**config.mk**
```make
export PLATFORM = sky130hd
export DESIGN_NAME = mod_counter
export DESIGN_NICKNAME = d
export VERILOG_FILES = /design/src/rtl/mod_counter_pkg.sv /design/src/rtl/mod_counter_next.sv /design/src/rtl/mod_counter.sv
export SDC_FILE = /design/constraint.sdc
export NUM_CORES = 1
export LEC_CHECK = 0
export CAP_MARGIN = 20
export CORE_ASPECT_RATIO = 0.7
export CORE_UTILIZATION = 44
export DETAILED_ROUTE_END_ITERATION = 6
export PLACE_DENSITY = 0.77
export SETUP_SLACK_MARGIN = 0.4
export SYNTH_ARGS = -nofsm -noshare
export SYNTH_HDL_FRONTEND = slang
export SYNTH_SLANG_ARGS = --single-unit
```
**constraint.sdc**
```tcl
create_clock -name c -period 1.76 [get_ports c]
set_input_delay 0.352 -clock c [delete_from_list [all_inputs] [get_ports c]]
set_output_delay 0.352 -clock c [all_outputs]
set_load 0.01 [all_outputs]
```
**src/rtl/mod_counter_pkg.sv**
```systemverilog
// Shared definitions for the mod_counter slice.
//   mode_wrap / mode_sat : encodings of the SATURATE parameter.
//   params_legal()       : elaboration-time legality check for WIDTH/MODULUS/RESET_VALUE.
package mod_counter_pkg;

  localparam int unsigned ModeWrap = 0;
  localparam int unsigned ModeSat  = 1;

  // 2 <= modulus <= 2**width and reset_value < modulus; 64-bit math keeps 2**width exact.
  function automatic bit params_legal(input int unsigned width, input int unsigned modulus,
                                      input int unsigned reset_value);
    longint unsigned span;
    span = longint'(64'd1) << width;
    return (width >= 1) && (width <= 31) && (modulus >= 2) &&
           (longint'(modulus) <= span) && (reset_value < modulus);
  endfunction

endpackage

```
**src/rtl/mod_counter_next.sv**
```systemverilog
// Combinational next-state logic for mod_counter.
//   count, up, en, load, load_value : current state and controls
//   next_count : count value for the next edge
//   boundary   : a boundary event happens on this edge (becomes the wrap pulse)
//   set_ovf    : boundary event or out-of-range load
module mod_counter_next
  import mod_counter_pkg::*;
#(
  parameter int unsigned WIDTH    = 8,
  parameter int unsigned MODULUS  = 256,
  parameter int unsigned SATURATE = ModeWrap
) (
  input  logic [WIDTH-1:0] count,
  input  logic             up,
  input  logic             en,
  input  logic             load,
  input  logic [WIDTH-1:0] load_value,
  output logic [WIDTH-1:0] next_count,
  output logic             boundary,
  output logic             set_ovf
);

  // One extra bit so MODULUS == 2**WIDTH is representable.
  localparam logic [WIDTH:0] ModExt = (WIDTH+1)'(MODULUS);
  localparam logic [WIDTH:0] MaxExt = ModExt - (WIDTH+1)'(1);

  logic [WIDTH:0] cnt_ext;
  logic [WIDTH:0] ld_ext;

  assign cnt_ext = {1'b0, count};
  assign ld_ext  = {1'b0, load_value};

  always_comb begin
    next_count = count;
    boundary   = 1'b0;
    set_ovf    = 1'b0;
    if (load) begin
      if (ld_ext < ModExt) begin
        next_count = load_value;
      end else begin
        next_count = WIDTH'(MaxExt);
        set_ovf    = 1'b1;
      end
    end else if (en) begin
      if (up) begin
        if (cnt_ext == MaxExt) begin
          boundary   = 1'b1;
          set_ovf    = 1'b1;
          next_count = (SATURATE == ModeSat) ? count : '0;
        end else begin
          next_count = WIDTH'(cnt_ext + (WIDTH+1)'(1));
        end
      end else begin
        if (cnt_ext == '0) begin
          boundary   = 1'b1;
          set_ovf    = 1'b1;
          next_count = (SATURATE == ModeSat) ? count : WIDTH'(MaxExt);
        end else begin
          next_count = WIDTH'(cnt_ext - (WIDTH+1)'(1));
        end
      end
    end
  end

endmodule

```
**src/rtl/mod_counter.sv**
```systemverilog
// Up/down modulo-MODULUS counter with load, enable, wrap/saturate mode,
// registered boundary pulse and sticky overflow.
//   c          : clock, rising edge
//   reset      : asynchronous active-high reset
//   en, up     : count enable and direction (1 = up)
//   load       : synchronous load of load_value (beats en)
//   clear_ovf  : synchronous overflow clear (a same-cycle set wins)
//   count      : registered count, always in 0..MODULUS-1
//   wrap       : one-cycle pulse alongside the post-boundary count
//   overflow   : sticky boundary / illegal-load flag
module mod_counter
  import mod_counter_pkg::*;
#(
  parameter int unsigned WIDTH       = 8,
  parameter int unsigned MODULUS     = 256,
  parameter int unsigned SATURATE    = ModeWrap,
  parameter int unsigned RESET_VALUE = 0
) (
  input  logic             c,
  input  logic             reset,
  input  logic             en,
  input  logic             up,
  input  logic             load,
  input  logic [WIDTH-1:0] load_value,
  input  logic             clear_ovf,
  output logic [WIDTH-1:0] count,
  output logic             wrap,
  output logic             overflow
);

  if (!params_legal(WIDTH, MODULUS, RESET_VALUE) || (SATURATE > ModeSat)) begin : g_param_err
    $error("mod_counter: illegal WIDTH/MODULUS/RESET_VALUE/SATURATE");
  end

  logic [WIDTH-1:0] count_q, count_d;
  logic             wrap_q, wrap_d;
  logic             ovf_q, ovf_d;
  logic             set_ovf;

  mod_counter_next #(
    .WIDTH   (WIDTH),
    .MODULUS (MODULUS),
    .SATURATE(SATURATE)
  ) u_next (
    .count     (count_q),
    .up        (up),
    .en        (en),
    .load      (load),
    .load_value(load_value),
    .next_count(count_d),
    .boundary  (wrap_d),
    .set_ovf   (set_ovf)
  );

  always_comb begin
    ovf_d = set_ovf | (ovf_q & ~clear_ovf);
  end

  always_ff @(posedge c or posedge reset) begin
    if (reset) begin
      count_q <= WIDTH'(RESET_VALUE);
      wrap_q  <= 1'b0;
      ovf_q   <= 1'b0;
    end else begin
      count_q <= count_d;
      wrap_q  <= wrap_d;
      ovf_q   <= ovf_d;
    end
  end

  assign count    = count_q;
  assign wrap     = wrap_q;
  assign overflow = ovf_q;

endmodule

```
==> impl_metrics.tcl, run 1 <==
set metrics [dict create \
    finalHoldWorstSlack_ps 374 \
    powerDensity_nw_per_um2 622 \
    die_x_um 58.5 \
    antenna_found_initial 0 \
    firstDrtPassIters 4 \
    clk_latency_ps 280 \
    dieArea_um2 2430 \
    relSlewSlack 0.649 \
    yosys_warnings 0 \
    syn_nets 136 \
    clock.fmax_mhz 573 \
    clockPowerShare 0.191 \
    grt_pass1_wl_um 4490 \
    avgRoutedWirePerCell_um 14.6 \
    drt_iter0_drc 57 \
    io_pins 24 \
    die_h_um 41.5 \
    grt_max_degree 12 \
    syn-cell-area_um2 982 \
    cts_root_buf "clkbuf_4" \
    drtAntennaViolNets 0 \
    swShare 0.360 \
    cts.sinks 10 \
    synth_top_area_frac 0.255 \
    syn_avg_cell_area_um2 8.25 \
    rsz0062_at_grt "yes" \
    area_delta_synth_final_pct 43.7 \
    min_period_ps 1750 \
    fin_skew_ps 1.06 \
    drt-total-wl_um 2780 \
    status "complete, no violations" \
    pwr-share-seq 0.321 \
    post-route-period-util 0.991 \
    hp-class "primary input to async pin" \
    hold_violations 0 \
    synth_ff_type "dfrtp_1" \
    cts_buffers 3 \
    required_ps 1940 \
    drv_slew 0 \
    vias 1080 \
    h-tree-depth 1 \
    synth.area.top_cells "dfrtp_1, clkbuf_8, ha_1, nor2_1, a21oi_1" \
    cts_tree "done" \
    grt_overflow_total 0 \
    drc 0 \
    fin_area_um2 1410 \
    critPathCaptureType "register" \
    yosys.area.top_type "dfrtp_1" \
    synth_edf_count 0 \
    intPower_uw 562 \
    ys_seq_area_frac 0.255 \
    p_switching_uw 316 \
    synthCells 119 \
    port_buffers 23 \
    antenna_cells 0 \
    power_uw 878 \
    core_um2 1970 \
    setup_viol 0 \
    worst-setup-path-type "register to register" \
    yosys.cell_types.count 47 \
    power_frac_comb 0.488 \
    place_congestion 0.973 \
    cp_max_fo 7 \
    synthArstFlopShare 1.00 \
    worstMarginPinSlew_ps 513 \
    rows 13 \
    synth-seq-cells 10 \
    path_clk_slew_ps 70 \
    maxCapViolations 0 \
    worstSetupStartpointType "register" \
    vias_per_cell 5.68 \
    dpl.hpwl_um 1970 \
    initial_core_util 0.499 \
    dpl_cell_area_um2 1260 \
    layout.nets 179 \
    grt_pass1_vias 949 \
    arrival_ps 1920 \
    reg2regPathDepth 6 \
    clockBufferDepth 2 \
    leakage_nw 0.627 \
    ir_drop_mv 0.402 \
    drive_gt1_frac 0.338 \
    grt_usage 0.246 \
]
power groups by stage:
stage / clock (mW) / sequential [mW] / combinational (mW)
floorplan: 0 / 0.289 / 0.220
global placement: 0 / 0.287 / 0.347
detailed placement: 0 / 0.288 / 0.354
CTS: 0.167 / 0.283 / 0.389
global route: 0.187 / 0.285 / 0.461
finish: 0.168 / 0.282 / 0.429
registers in the layout, indices dropped and copies added, names as in the netlist:
name / count
count: 8
overflow: 1
wrap: 1
metrics by stage:
stage	setup slack, ps	setup TNS [ps]	cells	utilization
after global routing	-103	-274	190	0.717
final	15.0	0	190	0.717
after CTS	42.2	0	185	0.692
after detailed placement	-12.6	-19.8	174	0.642
after floorplan	-79.6	-363	119	-
after global placement	26.1	0	174	0.642
critical path, cell delays in order (launching register included):
cell,delay [ps]
dfrtp_1,390
inv_1,90
ha_1,140
or4b_4,520
nor3_4,250
nor3_2,70
o41ai_2,190
cells in the mapped netlist, types with 2 or more instances:
library cell,count
a21oi_1,7
or3_1,2
nand2b_1,2
or2b_2,2
nor3_1,2
mux2i_1,3
o31a_1,2
nand3_1,6
clkbuf_1,4
buf_6,3
xnor2_1,2
nand2_1,9
o21ai_0,7
inv_1,6
a211o_1,2
o22ai_1,2
ha_1,3
a31oi_1,2
and3_1,2
dfrtp_1,10
nand4_1,3
nor2_1,10
clkbuf_8,3
nor3b_1,2
placed cells by master, fill, tap and decap left out, types with 3 or more instances in the layout:
cell type and count:
nor2_1 10, buf_6 7, dfrtp_1 9, clkdlybuf4s50_1 14
nand4_1 3, nand3_1 6, clkbuf_4 3, o21ai_0 4
inv_1 5, mux2i_1 3, buf_2 3, o21ai_1 3
buf_4 22, a21oi_1 6, nand2_1 9
layout make-up:
type,instances,area [µm²]
multi-input combinational,90,627
fill,154,557
timing repair buffer,51,450
sequential,10,251
tap,30,37.5
clock buffer,3,22.5
inverter,6,22.5
path summary, 6_finish.rpt:
| kind | to | from | slack (ps) |
|---|---|---|---|
| max reg2reg | count[2]$_DFFE_PP0P_ | count[1]$_DFFE_PP0P_ | 10 |
| max in group asynchronous | count[3]$_DFFE_PP0P_ | reset | 1070 |
| max | count[2]$_DFFE_PP0P_ | count[1]$_DFFE_PP0P_ | 10 |
| min | count[2]$_DFFE_PP0P_ | reset | 370 |
| min reg2reg | overflow$_DFF_PP0_ | overflow$_DFF_PP0_ | 530 |
| min in group c | overflow$_DFF_PP0_ | overflow$_DFF_PP0_ | 530 |
cell families after synthesis:
| kind of cell | after synthesis | synth area share |
|---|---|---|
| DFF | 10 | 0.255 |
| AOI/OAI and AO/OA | 34 | 0.245 |
| buffers and inverters | 19 | 0.129 |
| and+or+nand+nor | 46 | 0.265 |
| adders and majority gates | 3 | 0.0382 |
| xor gates and xnor gates | 3 | 0.0268 |
| muxes | 4 | 0.0420 |
layer usage:
metal,track usage,wire length [µm]
met2,0.395,1300
met1,0.326,1210
met3,0.0717,218
met5,0,0
met4,0.0571,46
what timing repair did:
action                     4_1_cts  5_1_grt
setup endpoints to repair       19       16
setup buffers                    8        5
pin swaps                        2        3
hold buffers                     0        0
resized for setup               31        8
(Power assumes the default switching activity.)
==> run 2, diff against run 1 <==
--- a/config.mk
+++ b/config.mk
@@ -7,9 +7,10 @@
 export LEC_CHECK = 0
 export CAP_MARGIN = 20
 export CORE_ASPECT_RATIO = 0.7
-export CORE_UTILIZATION = 44
+export CORE_UTILIZATION = 52
 export DETAILED_ROUTE_END_ITERATION = 6
-export PLACE_DENSITY = 0.77
+export GPL_ROUTABILITY_DRIVEN = 0
+export PLACE_DENSITY = 0.85
 export SETUP_SLACK_MARGIN = 0.4
 export SYNTH_ARGS = -nofsm -noshare
 export SYNTH_HDL_FRONTEND = slang
==> constraint.sdc (replaced) <==
create_clock -name c -period 2.2 [get_ports c]
set_input_delay 0.44 -clock c [delete_from_list [all_inputs] [get_ports c]]
set_output_delay 0.44 -clock c [all_outputs]
set_load 0.01 [all_outputs]
==> run 2 against run 1 <==
  * Wire length shrank 0.83%
  * Register-to-register slack better by 410 ps
  * Largest cell class unchanged
  * Via count decreased by 3.1%
  * Setup slack better by 400 ps
  * Count of clock-buffer cells in the layout rose by 1
  * Combinational power is 33% lower
  * Non-clock buffer count fell by 13
  * Critical endpoint is now count[2]
  * Clock power is 4% higher
==> impl_metrics.tcl, run 2 (synthesis gave the netlist of run 1 again) <==
set metrics [dict create \
    arrival_ps 1350 \
    drt_iter0_drc 41 \
    ir_drop_mv 0.511 \
    cts_buffers 3 \
    cp.depth 1 \
    vias_per_cell 6.19 \
    avgRoutedWirePerCell_um 16.3 \
    final_common_cell "clkdlybuf4s50_1" \
    top_usage_layer "met2" \
    grt_usage 0.264 \
    worstSetupStartpointType "register" \
    use_met1 0.338 \
    initial_core_util 0.584 \
    layout.nets 166 \
    fin_area_um2 1310 \
    clk_latency_ps 280 \
    final_cell_mix "clkdlybuf4s50_1, buf_4, nor2_1" \
    grt_pass1_wl_um 3750 \
    setup_viol 0 \
    cts_root_buf "clkbuf_4" \
    path_clk_slew_ps 70 \
    area_delta_synth_final_pct 33.4 \
    tns_ps 0 \
    drive_gt1_frac 0.291 \
    antenna_cells 0 \
    grt_use_met3 0.0913 \
    dieArea_um2 2070 \
    rows 12 \
    post-route-period-util 0.812 \
    instances_no_fill 169 \
    h-tree-depth 1 \
    powerDensity_nw_per_um2 540 \
    dpl.hpwl_um 1680 \
    drt-total-wl_um 2750 \
    die_h_um 38.4 \
    die_x_um 53.9 \
    firstDrtPassIters 4 \
    relSlewSlack 0.675 \
    core_um2 1680 \
    drv_slew 0 \
    power_uw 707 \
    preCtsSetupSlack_ps 334 \
    worstMarginPinSlew_ps 486 \
    vias 1046 \
    critPathMaxStageDelay_ps 580 \
    dp.cells 154 \
    grt_pass1_vias 843 \
    crit_family "buffers and inverters" \
    final.fill_count 119 \
    setup_ws_ps 413 \
    register_area_um2 260 \
    grt_max_degree 15 \
    grt_overflow_total 0 \
    cp_slowest_cell "clkdlybuf4s50_1" \
    antenna_found_initial 0 \
    required_ps 1760 \
    port_buffers 23 \
    cts_tree "done" \
    r2r_slack_ps 420 \
    path_cells "clkdlybuf4s50_1" \
    worst-setup-path-type "register to output pin" \
    cp_max_fo 12 \
    hold_buffers 0 \
    rsz0062_at_grt "yes" \
    fin_skew_ps 1.32 \
    grt_use_met2 0.392 \
    cts.sinks 10 \
    drtAntennaViolNets 0 \
    multi_input_area_um2 622 \
    critPathBufInv 1 \
    clock.fmax_mhz 560 \
    maxCapViolations 0 \
    dpl_cell_area_um2 1170 \
    min_period_ps 1790 \
    critPathCaptureType "output pin" \
    drc 0 \
    hold_violations 0 \
    largest_reg_flops 8 \
    status "complete, no violations" \
    hp-class "primary input to async pin" \
    clockBufferDepth 2 \
    reg2regPathDepth 6 \
    io_pins 24 \
    leakage_nw 0.538 \
]
==> run 2: changes by cell type in the layout (fill, tap and decap cells not counted), sizes merged <==
cell and delta:
clkdlybuf4s50 +9, dlygate4sd2 -2, buf -17, dlymetal6s2s -1
clkbuf +1, clkdlybuf4s15 -2
==> run 2: area by class of cell <==
| cell class | count | share of cell area |
|---|---|---|
| multi-input combinational | 90 | 0.475 |
| sequential | 10 | 0.199 |
| tap | 21 | 0.0201 |
| timing repair buffer | 38 | 0.262 |
| clock buffer | 4 | 0.0277 |
| inverter | 6 | 0.0172 |
==> run 2: path summary, 6_finish.rpt <==
| path | start | to |
|---|---|---|
| setup reg to reg | count[0]$_DFFE_PP0P_ | count[6]$_DFFE_PP0P_ |
| hold reg to reg | overflow$_DFF_PP0_ | overflow$_DFF_PP0_ |
| setup / recovery | count[2]$_DFFE_PP0P_ | count[2] |
| hold / removal | reset | overflow$_DFF_PP0_ |
| max in group asynchronous | reset | count[6]$_DFFE_PP0P_ |
| min in group c | overflow$_DFF_PP0_ | overflow$_DFF_PP0_ |
==> run 2: per-stage QoR <==
step	utilization	hold WS, ps
floorplan	-	280
finish	0.779	461
CTS	0.731	480
global route	0.779	503
detailed placement	0.696	548
global placement	0.696	527
==> run 2: per-layer routing <==
layer  wire length, µm  vias to the layer above
li1                  -                      489
met1              1080                      477
met2              1300                       70
met3               301                       10
met4                70                        0
met5                 0                        -
==> run 2: power breakdown <==
| part | leakage (nW) | internal [mW] | switching [mW] |
|---|---|---|---|
| combinational | 0.402 | 0.153 | 0.133 |
| sequential | 0.115 | 0.205 | 0.0421 |
| clock | 0.0210 | 0.101 | 0.0732 |
| total | 0.538 | 0.459 | 0.249 |
==> run 2: what timing repair did <==
item / CTS / global route
gates cloned: 0 / 0
setup endpoints to repair: 11 / 10
pin swaps: 0 / 3
buffers inserted: 2 / 9
resized for setup: 7 / 5
